[src/rtl/tpu_act_writeback_if.sv]
// tpu_act_writeback_if
// Bus bundle for the activation/write-back stage: the accumulator-row
// valid/ready handshake on the input side and the unified-buffer write
// port on the output side.
//   acc_valid_i   producer -> stage   row valid
//   acc_row_i     producer -> stage   N lanes, lane i = bits [i*AW +: AW]
//   acc_ready_o   stage -> producer   row accepted when valid && ready
//   ub_wr_en_o    stage -> UB         write strobe
//   ub_wr_addr_o  stage -> UB         write address
//   ub_wr_data_o  stage -> UB         write data (signed DW-bit)
// slave  = the write-back stage's view, master = the producer/UB side.
interface tpu_act_writeback_if #(
  parameter int N     = 4,
  parameter int AW    = 32,
  parameter int DW    = 8,
  parameter int UB_AW = 8
) ();
  logic              acc_valid_i;
  logic [N*AW-1:0]   acc_row_i;
  logic              acc_ready_o;
  logic              ub_wr_en_o;
  logic [UB_AW-1:0]  ub_wr_addr_o;
  logic [DW-1:0]     ub_wr_data_o;

  modport slave (
    input  acc_valid_i,
    input  acc_row_i,
    output acc_ready_o,
    output ub_wr_en_o,
    output ub_wr_addr_o,
    output ub_wr_data_o
  );

  modport master (
    output acc_valid_i,
    output acc_row_i,
    input  acc_ready_o,
    input  ub_wr_en_o,
    input  ub_wr_addr_o,
    input  ub_wr_data_o
  );
endinterface

[src/rtl/tpu_act_writeback.sv]
// tpu_act_writeback
// Post-accumulator activation and write-back. Takes N-lane signed rows,
// applies optional ReLU, rounding arithmetic right shift and signed DW-bit
// saturation, and writes the N results one per cycle to consecutive
// unified-buffer addresses.
// Ports:
//   clk, reset_n        clock, async active-low reset
//   start_i             launch pulse, sampled in IDLE only
//   relu_en_i, shift_i  activation config, latched at start
//   base_addr_i         first UB address, latched at start
//   row_count_i         rows in the job (0 = empty job)
//   bus_if (slave)      accumulator handshake + UB write port
//   busy_o              state != IDLE
//   done_o              one-cycle pulse at job end
//   sat_o               sticky saturation flag, cleared at accepted start
//
// state    | meaning
// ---------+-------------------------------------------------------
// IDLE     | waiting for start_i
// WAIT_ROW | acc_ready_o high, waiting for an accumulator row
// DRAIN    | one lane per cycle -> registered UB write
// DONE     | job finished, done_o pulses on the next cycle
module tpu_act_writeback #(
  parameter int N     = 4,
  parameter int AW    = 32,
  parameter int DW    = 8,
  parameter int UB_AW = 8
) (
  input  logic             clk,
  input  logic             reset_n,
  input  logic             start_i,
  input  logic             relu_en_i,
  input  logic [4:0]       shift_i,
  input  logic [UB_AW-1:0] base_addr_i,
  input  logic [7:0]       row_count_i,
  tpu_act_writeback_if.slave bus_if,
  output logic             busy_o,
  output logic             done_o,
  output logic             sat_o
);

  localparam int LW = (N > 1) ? $clog2(N) : 1;
  localparam logic signed [AW:0] Q_MAX = (AW+1)'(2**(DW-1) - 1);
  localparam logic signed [AW:0] Q_MIN = (AW+1)'(-(2**(DW-1)));

  typedef enum logic [1:0] {IDLE, WAIT_ROW, DRAIN, DONE} state_t;

  state_t           state_q, state_d;
  logic             relu_q, relu_d;
  logic [4:0]       shift_q, shift_d;
  logic [UB_AW-1:0] wr_ptr_q, wr_ptr_d;
  logic [7:0]       rows_left_q, rows_left_d;
  logic [N*AW-1:0]  row_q, row_d;
  logic [LW-1:0]    lane_idx_q, lane_idx_d;
  logic             wr_en_q, wr_en_d;
  logic [UB_AW-1:0] wr_addr_q, wr_addr_d;
  logic [DW-1:0]    wr_data_q, wr_data_d;
  logic             done_q, done_d;
  logic             sat_q, sat_d;

  // The row register shifts down one lane per DRAIN cycle, so the lane
  // being processed is always the bottom AW bits.
  logic signed [AW-1:0] lane_raw;
  logic signed [AW:0]   lane_x;
  logic signed [AW:0]   round_add;
  logic signed [AW:0]   lane_r;
  logic [DW-1:0]        lane_q;
  logic                 lane_sat;

  assign lane_raw = row_q[AW-1:0];

  // One extra bit of headroom keeps x + 2^(shift-1) from overflowing.
  always_comb begin
    lane_x    = (relu_q && lane_raw[AW-1]) ? '0 : {lane_raw[AW-1], lane_raw};
    round_add = '0;
    if (shift_q != 5'd0) begin
      round_add[shift_q - 5'd1] = 1'b1;
    end
    lane_r   = (lane_x + round_add) >>> shift_q;
    lane_q   = lane_r[DW-1:0];
    lane_sat = 1'b0;
    if (lane_r > Q_MAX) begin
      lane_q   = Q_MAX[DW-1:0];
      lane_sat = 1'b1;
    end else if (lane_r < Q_MIN) begin
      lane_q   = Q_MIN[DW-1:0];
      lane_sat = 1'b1;
    end
  end

  always_comb begin
    state_d     = state_q;
    relu_d      = relu_q;
    shift_d     = shift_q;
    wr_ptr_d    = wr_ptr_q;
    rows_left_d = rows_left_q;
    row_d       = row_q;
    lane_idx_d  = lane_idx_q;
    wr_en_d     = 1'b0;
    wr_addr_d   = wr_addr_q;
    wr_data_d   = wr_data_q;
    done_d      = 1'b0;
    sat_d       = sat_q;

    case (state_q)
      IDLE: begin
        if (start_i) begin
          relu_d      = relu_en_i;
          shift_d     = shift_i;
          wr_ptr_d    = base_addr_i;
          rows_left_d = row_count_i;
          sat_d       = 1'b0;
          state_d     = (row_count_i == 8'd0) ? DONE : WAIT_ROW;
        end
      end
      WAIT_ROW: begin
        if (bus_if.acc_valid_i) begin
          row_d      = bus_if.acc_row_i;
          lane_idx_d = '0;
          state_d    = DRAIN;
        end
      end
      DRAIN: begin
        wr_en_d    = 1'b1;
        wr_addr_d  = wr_ptr_q;
        wr_data_d  = lane_q;
        sat_d      = sat_q | lane_sat;
        wr_ptr_d   = wr_ptr_q + UB_AW'(1);
        row_d      = row_q >> AW;
        lane_idx_d = lane_idx_q + LW'(1);
        if (lane_idx_q == LW'(N-1)) begin
          lane_idx_d  = '0;
          rows_left_d = rows_left_q - 8'd1;
          state_d     = (rows_left_q == 8'd1) ? DONE : WAIT_ROW;
        end
      end
      DONE: begin
        done_d  = 1'b1;
        state_d = IDLE;
      end
      default: state_d = IDLE;
    endcase
  end

  always_ff @(posedge clk or negedge reset_n) begin
    if (!reset_n) begin
      state_q     <= IDLE;
      relu_q      <= 1'b0;
      shift_q     <= '0;
      wr_ptr_q    <= '0;
      rows_left_q <= '0;
      row_q       <= '0;
      lane_idx_q  <= '0;
      wr_en_q     <= 1'b0;
      wr_addr_q   <= '0;
      wr_data_q   <= '0;
      done_q      <= 1'b0;
      sat_q       <= 1'b0;
    end else begin
      state_q     <= state_d;
      relu_q      <= relu_d;
      shift_q     <= shift_d;
      wr_ptr_q    <= wr_ptr_d;
      rows_left_q <= rows_left_d;
      row_q       <= row_d;
      lane_idx_q  <= lane_idx_d;
      wr_en_q     <= wr_en_d;
      wr_addr_q   <= wr_addr_d;
      wr_data_q   <= wr_data_d;
      done_q      <= done_d;
      sat_q       <= sat_d;
    end
  end

  assign bus_if.acc_ready_o  = (state_q == WAIT_ROW);
  assign bus_if.ub_wr_en_o   = wr_en_q;
  assign bus_if.ub_wr_addr_o = wr_addr_q;
  assign bus_if.ub_wr_data_o = wr_data_q;
  assign busy_o              = (state_q != IDLE);
  assign done_o              = done_q;
  assign sat_o               = sat_q;

endmodule

[src/flat_wrapper.sv]
// flat-port wrapper written by rule: the top's interface ports become plain ports
module tpu_act_writeback_flat 
#(
  parameter int N     = 4,
  parameter int AW    = 32,
  parameter int DW    = 8,
  parameter int UB_AW = 8
)
  (clk, reset_n, start_i, relu_en_i, shift_i, base_addr_i, row_count_i, busy_o, done_o, sat_o, bus_if_acc_valid_i, bus_if_acc_row_i, bus_if_acc_ready_o, bus_if_ub_wr_en_o, bus_if_ub_wr_addr_o, bus_if_ub_wr_data_o);
  tpu_act_writeback_if #(.N(N), .AW(AW), .DW(DW), .UB_AW(UB_AW)) bus_if_i ();
  input  logic clk;
  input  logic reset_n;
  input  logic start_i;
  input  logic relu_en_i;
  input  logic [4:0] shift_i;
  input  logic [UB_AW-1:0] base_addr_i;
  input  logic [7:0] row_count_i;
  output logic busy_o;
  output logic done_o;
  output logic sat_o;
  input wire logic [$bits(bus_if_i.acc_valid_i)-1:0] bus_if_acc_valid_i;
  input wire logic [$bits(bus_if_i.acc_row_i)-1:0] bus_if_acc_row_i;
  output wire logic [$bits(bus_if_i.acc_ready_o)-1:0] bus_if_acc_ready_o;
  output wire logic [$bits(bus_if_i.ub_wr_en_o)-1:0] bus_if_ub_wr_en_o;
  output wire logic [$bits(bus_if_i.ub_wr_addr_o)-1:0] bus_if_ub_wr_addr_o;
  output wire logic [$bits(bus_if_i.ub_wr_data_o)-1:0] bus_if_ub_wr_data_o;
  assign bus_if_i.acc_valid_i = bus_if_acc_valid_i;
  assign bus_if_i.acc_row_i = bus_if_acc_row_i;
  assign bus_if_acc_ready_o = bus_if_i.acc_ready_o;
  assign bus_if_ub_wr_en_o = bus_if_i.ub_wr_en_o;
  assign bus_if_ub_wr_addr_o = bus_if_i.ub_wr_addr_o;
  assign bus_if_ub_wr_data_o = bus_if_i.ub_wr_data_o;
  tpu_act_writeback #(.N(N), .AW(AW), .DW(DW), .UB_AW(UB_AW)) u_core (.clk(clk), .reset_n(reset_n), .start_i(start_i), .relu_en_i(relu_en_i), .shift_i(shift_i), .base_addr_i(base_addr_i), .row_count_i(row_count_i), .bus_if(bus_if_i), .busy_o(busy_o), .done_o(done_o), .sat_o(sat_o));
endmodule
[config.mk]
export PLATFORM = sky130hd
export DESIGN_NAME = tpu_act_writeback_flat
export DESIGN_NICKNAME = d
export VERILOG_FILES = /design/src/rtl/tpu_act_writeback_if.sv /design/src/rtl/tpu_act_writeback.sv /design/src/flat_wrapper.sv
export SDC_FILE = /design/constraint.sdc
export NUM_CORES = 1
export LEC_CHECK = 0
export ABC_AREA = 1
export CORE_MARGIN = 3
export CORE_UTILIZATION = 30
export CTS_BUF_LIST = sky130_fd_sc_hd__clkbuf_16
export DETAILED_ROUTE_END_ITERATION = 10
export HOLD_SLACK_MARGIN = 0.15
export PLACE_DENSITY = 0.56
export SYNTH_ARGS = -nofsm -noshare
export SYNTH_HDL_FRONTEND = slang
export SYNTH_SLANG_ARGS = --single-unit
[constraint.sdc]
create_clock -name clk -period 4.8 [get_ports clk]
set_input_delay 0.72 -clock clk [delete_from_list [all_inputs] [get_ports clk]]
set_output_delay 0.72 -clock clk [all_outputs]
set_load 0.02 [all_outputs]
==> results of run 1 <==
-- per-layer routing --
layer / up-vias / routed length, um / share of wire / GRT usage
met5: - / 0 / 0 / 0
met4: 0 / 1051 / 0.025 / 0.05371
met3: 57 / 2028 / 0.047 / 0.03351
met2: 323 / 19910 / 0.47 / 0.3001
met1: 6329 / 19760 / 0.46 / 0.2448
li1: 6997 / - / - / -
-- what timing repair did --
action | 4_1_cts | 5_1_grt
buffers inserted | 0 | 6
endpoints found under the setup margin | 0 | 8
resized for setup | 0 | 81
endpoints found under the hold margin | 0 | 0
-- layout by cell type (no fill, tap or decap), drive strengths merged, types with 2 or more instances in the layout --
| cell type | instances |
|---|---|
| nand2 | 625 |
| ha | 36 |
| nand3 | 293 |
| dfrtp | 173 |
| buf | 35 |
| a21oi | 37 |
| mux2i | 2 |
| clkinvlp | 3 |
| xnor2 | 3 |
| inv | 324 |
| a22oi | 2 |
| clkinv | 12 |
| nor4 | 3 |
| clkbuf | 17 |
| nor3 | 6 |
| o22ai | 5 |
| o211ai | 100 |
| a31oi | 4 |
| xor2 | 13 |
| o21ai | 184 |
| clkdlybuf4s50 | 173 |
| nand3b | 2 |
| nor2 | 152 |
| nand4 | 16 |
-- how the worst max path moves through the flow --
stage | start | slack, ns | cells past startpoint | end
floorplan | u_core.shift_q[1]$_DFFE_PN0P_ | 0.54 | 39 | u_core.bus_if.ub_wr_data_o[0]$_DFFE_PN0P_
global placement | u_core.shift_q[1]$_DFFE_PN0P_ | 0.23 | 33 | u_core.bus_if.ub_wr_data_o[6]$_DFFE_PN0P_
detailed placement | u_core.shift_q[1]$_DFFE_PN0P_ | 0.17 | 34 | u_core.bus_if.ub_wr_data_o[6]$_DFFE_PN0P_
CTS | u_core.shift_q[1]$_DFFE_PN0P_ | 0.14 | 34 | u_core.bus_if.ub_wr_data_o[1]$_DFFE_PN0P_
global route | u_core.shift_q[1]$_DFFE_PN0P_ | -0.02 | 35 | u_core.bus_if.ub_wr_data_o[2]$_DFFE_PN0P_
finish | u_core.shift_q[1]$_DFFE_PN0P_ | 0.39 | 35 | u_core.bus_if.ub_wr_data_o[1]$_DFFE_PN0P_
-- worst reg2reg max path, delay by kind of cell, from the launching register on --
family / cells / cell delay [ns]
adders and majority gates: 2 / 0.61
and+or+nand+nor: 29 / 2.91
buffers and inverters: 4 / 0.42
DFF: 1 / 0.40
-- cell type report --
cell class | instances | area, um2 | area share
Timing Repair Buffer | 208 | 2031 | 0.1228
Sequential cell | 173 | 4329 | 0.2618
Inverter | 324 | 1219 | 0.07370
Clock buffer | 17 | 425.4 | 0.02573
Multi-Input combinational cell | 1493 | 7697 | 0.4655
Tap cell | 585 | 732.0 | 0.04427
Clock inverter | 15 | 101.3 | 0.006129
-- power breakdown --
part	internal [uW]	switching, uW	total, uW
Combinational	2470	4980	7440
Sequential	2180	267	2450
Clock	658	608	1270
Total	5300	5850	11200
-- state kept, by name, indices dropped and copies added, names as in the netlist --
name / count
u_core.bus_if.ub_wr_en_o: 1
u_core.wr_ptr_q: 8
u_core.bus_if.ub_wr_addr_o: 8
u_core.relu_q: 1
u_core.done_o: 1
u_core.row_q: 128
u_core.sat_o: 1
u_core.bus_if.ub_wr_data_o: 8
u_core.state_q: 2
u_core.shift_q: 5
u_core.lane_idx_q: 2
u_core.rows_left_q: 8
-- metrics by stage --
step / setup TNS (ns) / hold WS, ns / utilization
after floorplan: 0 / 0.4244 / -
after global placement: 0 / 0.4631 / 0.3600
after detailed placement: 0 / 0.4674 / 0.3600
after CTS: 0 / 0.3224 / 0.3721
after global routing: -0.02886 / 0.3496 / 0.3805
final: 0 / 0.2906 / 0.3805
-- kinds of logic (layout without fill, tap and decap cells) --
logic type               Yosys count  after routing  synth area share
AO/OA/AOI/OAI                    340            340            0.1495
XOR/XNOR                          16             16           0.01050
adder cells (fa/ha/maj)           37             37           0.03526
flip-flops                       173            173            0.3245
other                              1              1         0.0002811
multiplexers                       2              2          0.001501
AND/OR/NAND/NOR                 1097           1097            0.3553
buffers and inverters            426            564            0.1231
==> impl_metrics.py, run 1 <==
metrics = {
    "outcome": {
        "outcome": "complete, no violations",
    },
    "timing": {
        "finalHoldViolations": 0,
        "finalCritPeriodShare": 0.9190,
        "fin_skew_ns": 0.02022,
        "fin_crit_ns": 4.411,
        "setup_viol": 0,
        "tightest_slew_ns": 1.179,
        "fin_ws_ns": 0.3889,
        "clock.fmax_mhz": 226.7,
        "maxSlewViolCount": 0,
        "slew_headroom": 0.2089,
    },
    "synthesis": {
        "synth-seq-area-share": 0.3245,
        "synth_seq_cells": 173,
        "synth_edf_count": 0,
        "async_flop_share": 1.000,
        "synth_cells": 2092,
        "yosysWarnings": 0,
        "ys_types": 42,
        "ys.flop_type": "dfrtp_1",
        "synth_top_area_share": 0.3245,
        "ys_top_cells_by_count": "nand2_1 (604), inv_1 (315), nand3_1 (275)",
        "synth_largest_area_cell": "dfrtp_1",
        "mappedNetlistArea_um2": 13340,
        "synth.most_common_cell": "nand2_1",
        "syn-num-nets": 2283,
        "syn_avg_cell_area_um2": 6.377,
        "synth_area_leaders": "dfrtp_1 (32%), nand2_1 (17%), nand3_1 (10%)",
    },
    "die": {
        "coreArea_um2": 43460,
        "die_h_um": 216.9,
        "std_cell_rows": 76,
        "fp.dieW_um": 216.9,
        "initial_core_util": 0.3070,
        "ioPinCount": 175,
        "dieArea_um2": 47040,
    },
    "final_layout": {
        "antenna_cells": 0,
        "design_area_um2": 16530,
        "stdcell_count": 2815,
        "nNetsFinal": 2408,
        "layout-drive-gt1-share": 0.08520,
        "fillers": 4695,
        "area_growth_pct": 23.93,
    },
    "detailed_routing": {
        "drtPass1Iterations": 5,
        "drc": 0,
        "viasPerCell": 4.869,
        "wl_per_cell_um": 15.18,
        "dr.first_iter.drc_count": 952,
        "vias": 13710,
        "routed_wl_um": 42740,
        "antenna_left": 0,
    },
    "grt": {
        "antenna_found_initial": 0,
        "grt_max_degree": 217,
        "grt_pass1_vias": 13120,
        "grt_usage": 0.1822,
        "grt_pass1_wl_um": 69860,
        "overflow": 0,
    },
    "placed_design": {
        "gp_congestion": 0.9672,
        "dpl.hpwl_um": 32860,
        "place_area_um2": 15650,
        "dp_slack_ns": 0.1727,
        "placement.io_buffers": 174,
        "place_inst": 2777,
    },
    "clock_tree": {
        "htreeDepth": 4,
        "clockBufferDepth": 2,
        "cts.clk_slew.worst_paths_ns": 0.06,
        "cts_sinks": 173,
        "cts_tree": "yes",
        "numCtsBuffers": 17,
        "clkLatencyLatePin_ns": 0.45,
        "cts_hold_buf": 0,
        "root_buffer": "clkbuf_16",
    },
    "critical_path": {
        "crit_fanout": 8,
        "crit_top_cell": "nand2_1",
        "critPathArrivalTime_ns": 4.75,
        "end_kind": "flop",
        "r2r_slack_ns": 0.39,
        "critical-path-top-delay-family": "simple AND/OR/NAND/NOR gates",
        "critPathMaxStageDelay_ns": 0.40,
        "setup.worst_path.class": "flop to flop",
        "reg2reg_from": "u_core.shift_q[1]$_DFFE_PN0P_",
        "worstSetupStartpointType": "flop",
        "reg2reg_depth": 35,
        "cp.required_ns": 5.13,
        "crit_path_top_delay_cell": "dfrtp_1",
        "crit_buf_inv": 4,
        "r2r-end": "u_core.bus_if.ub_wr_data_o[1]$_DFFE_PN0P_",
    },
    "power_and_ir_drop": {
        "ir_drop_v": 0.0002704,
        "power_leakage_uw": 0.007962,
        "power-per-cell-area_nw_per_um2": 674.7,
        "power_uw": 11160,
    },
    "worst_hold_path": {
        "hp-class": "primary input to async pin",
    },
    "job": {
        "drv_cap": 0,
    },
}
Power figures use the tool's default switching activity.
==> run 2: changes to the inputs <==
--- a/config.mk
+++ b/config.mk
@@ -15,3 +15,4 @@
 export SYNTH_ARGS = -nofsm -noshare
 export SYNTH_HDL_FRONTEND = slang
 export SYNTH_SLANG_ARGS = --single-unit
+export TNS_END_PERCENT = 30
==> results of run 2 <==
Same layout as run 1: the final DEF is identical, and so are final timing and power.
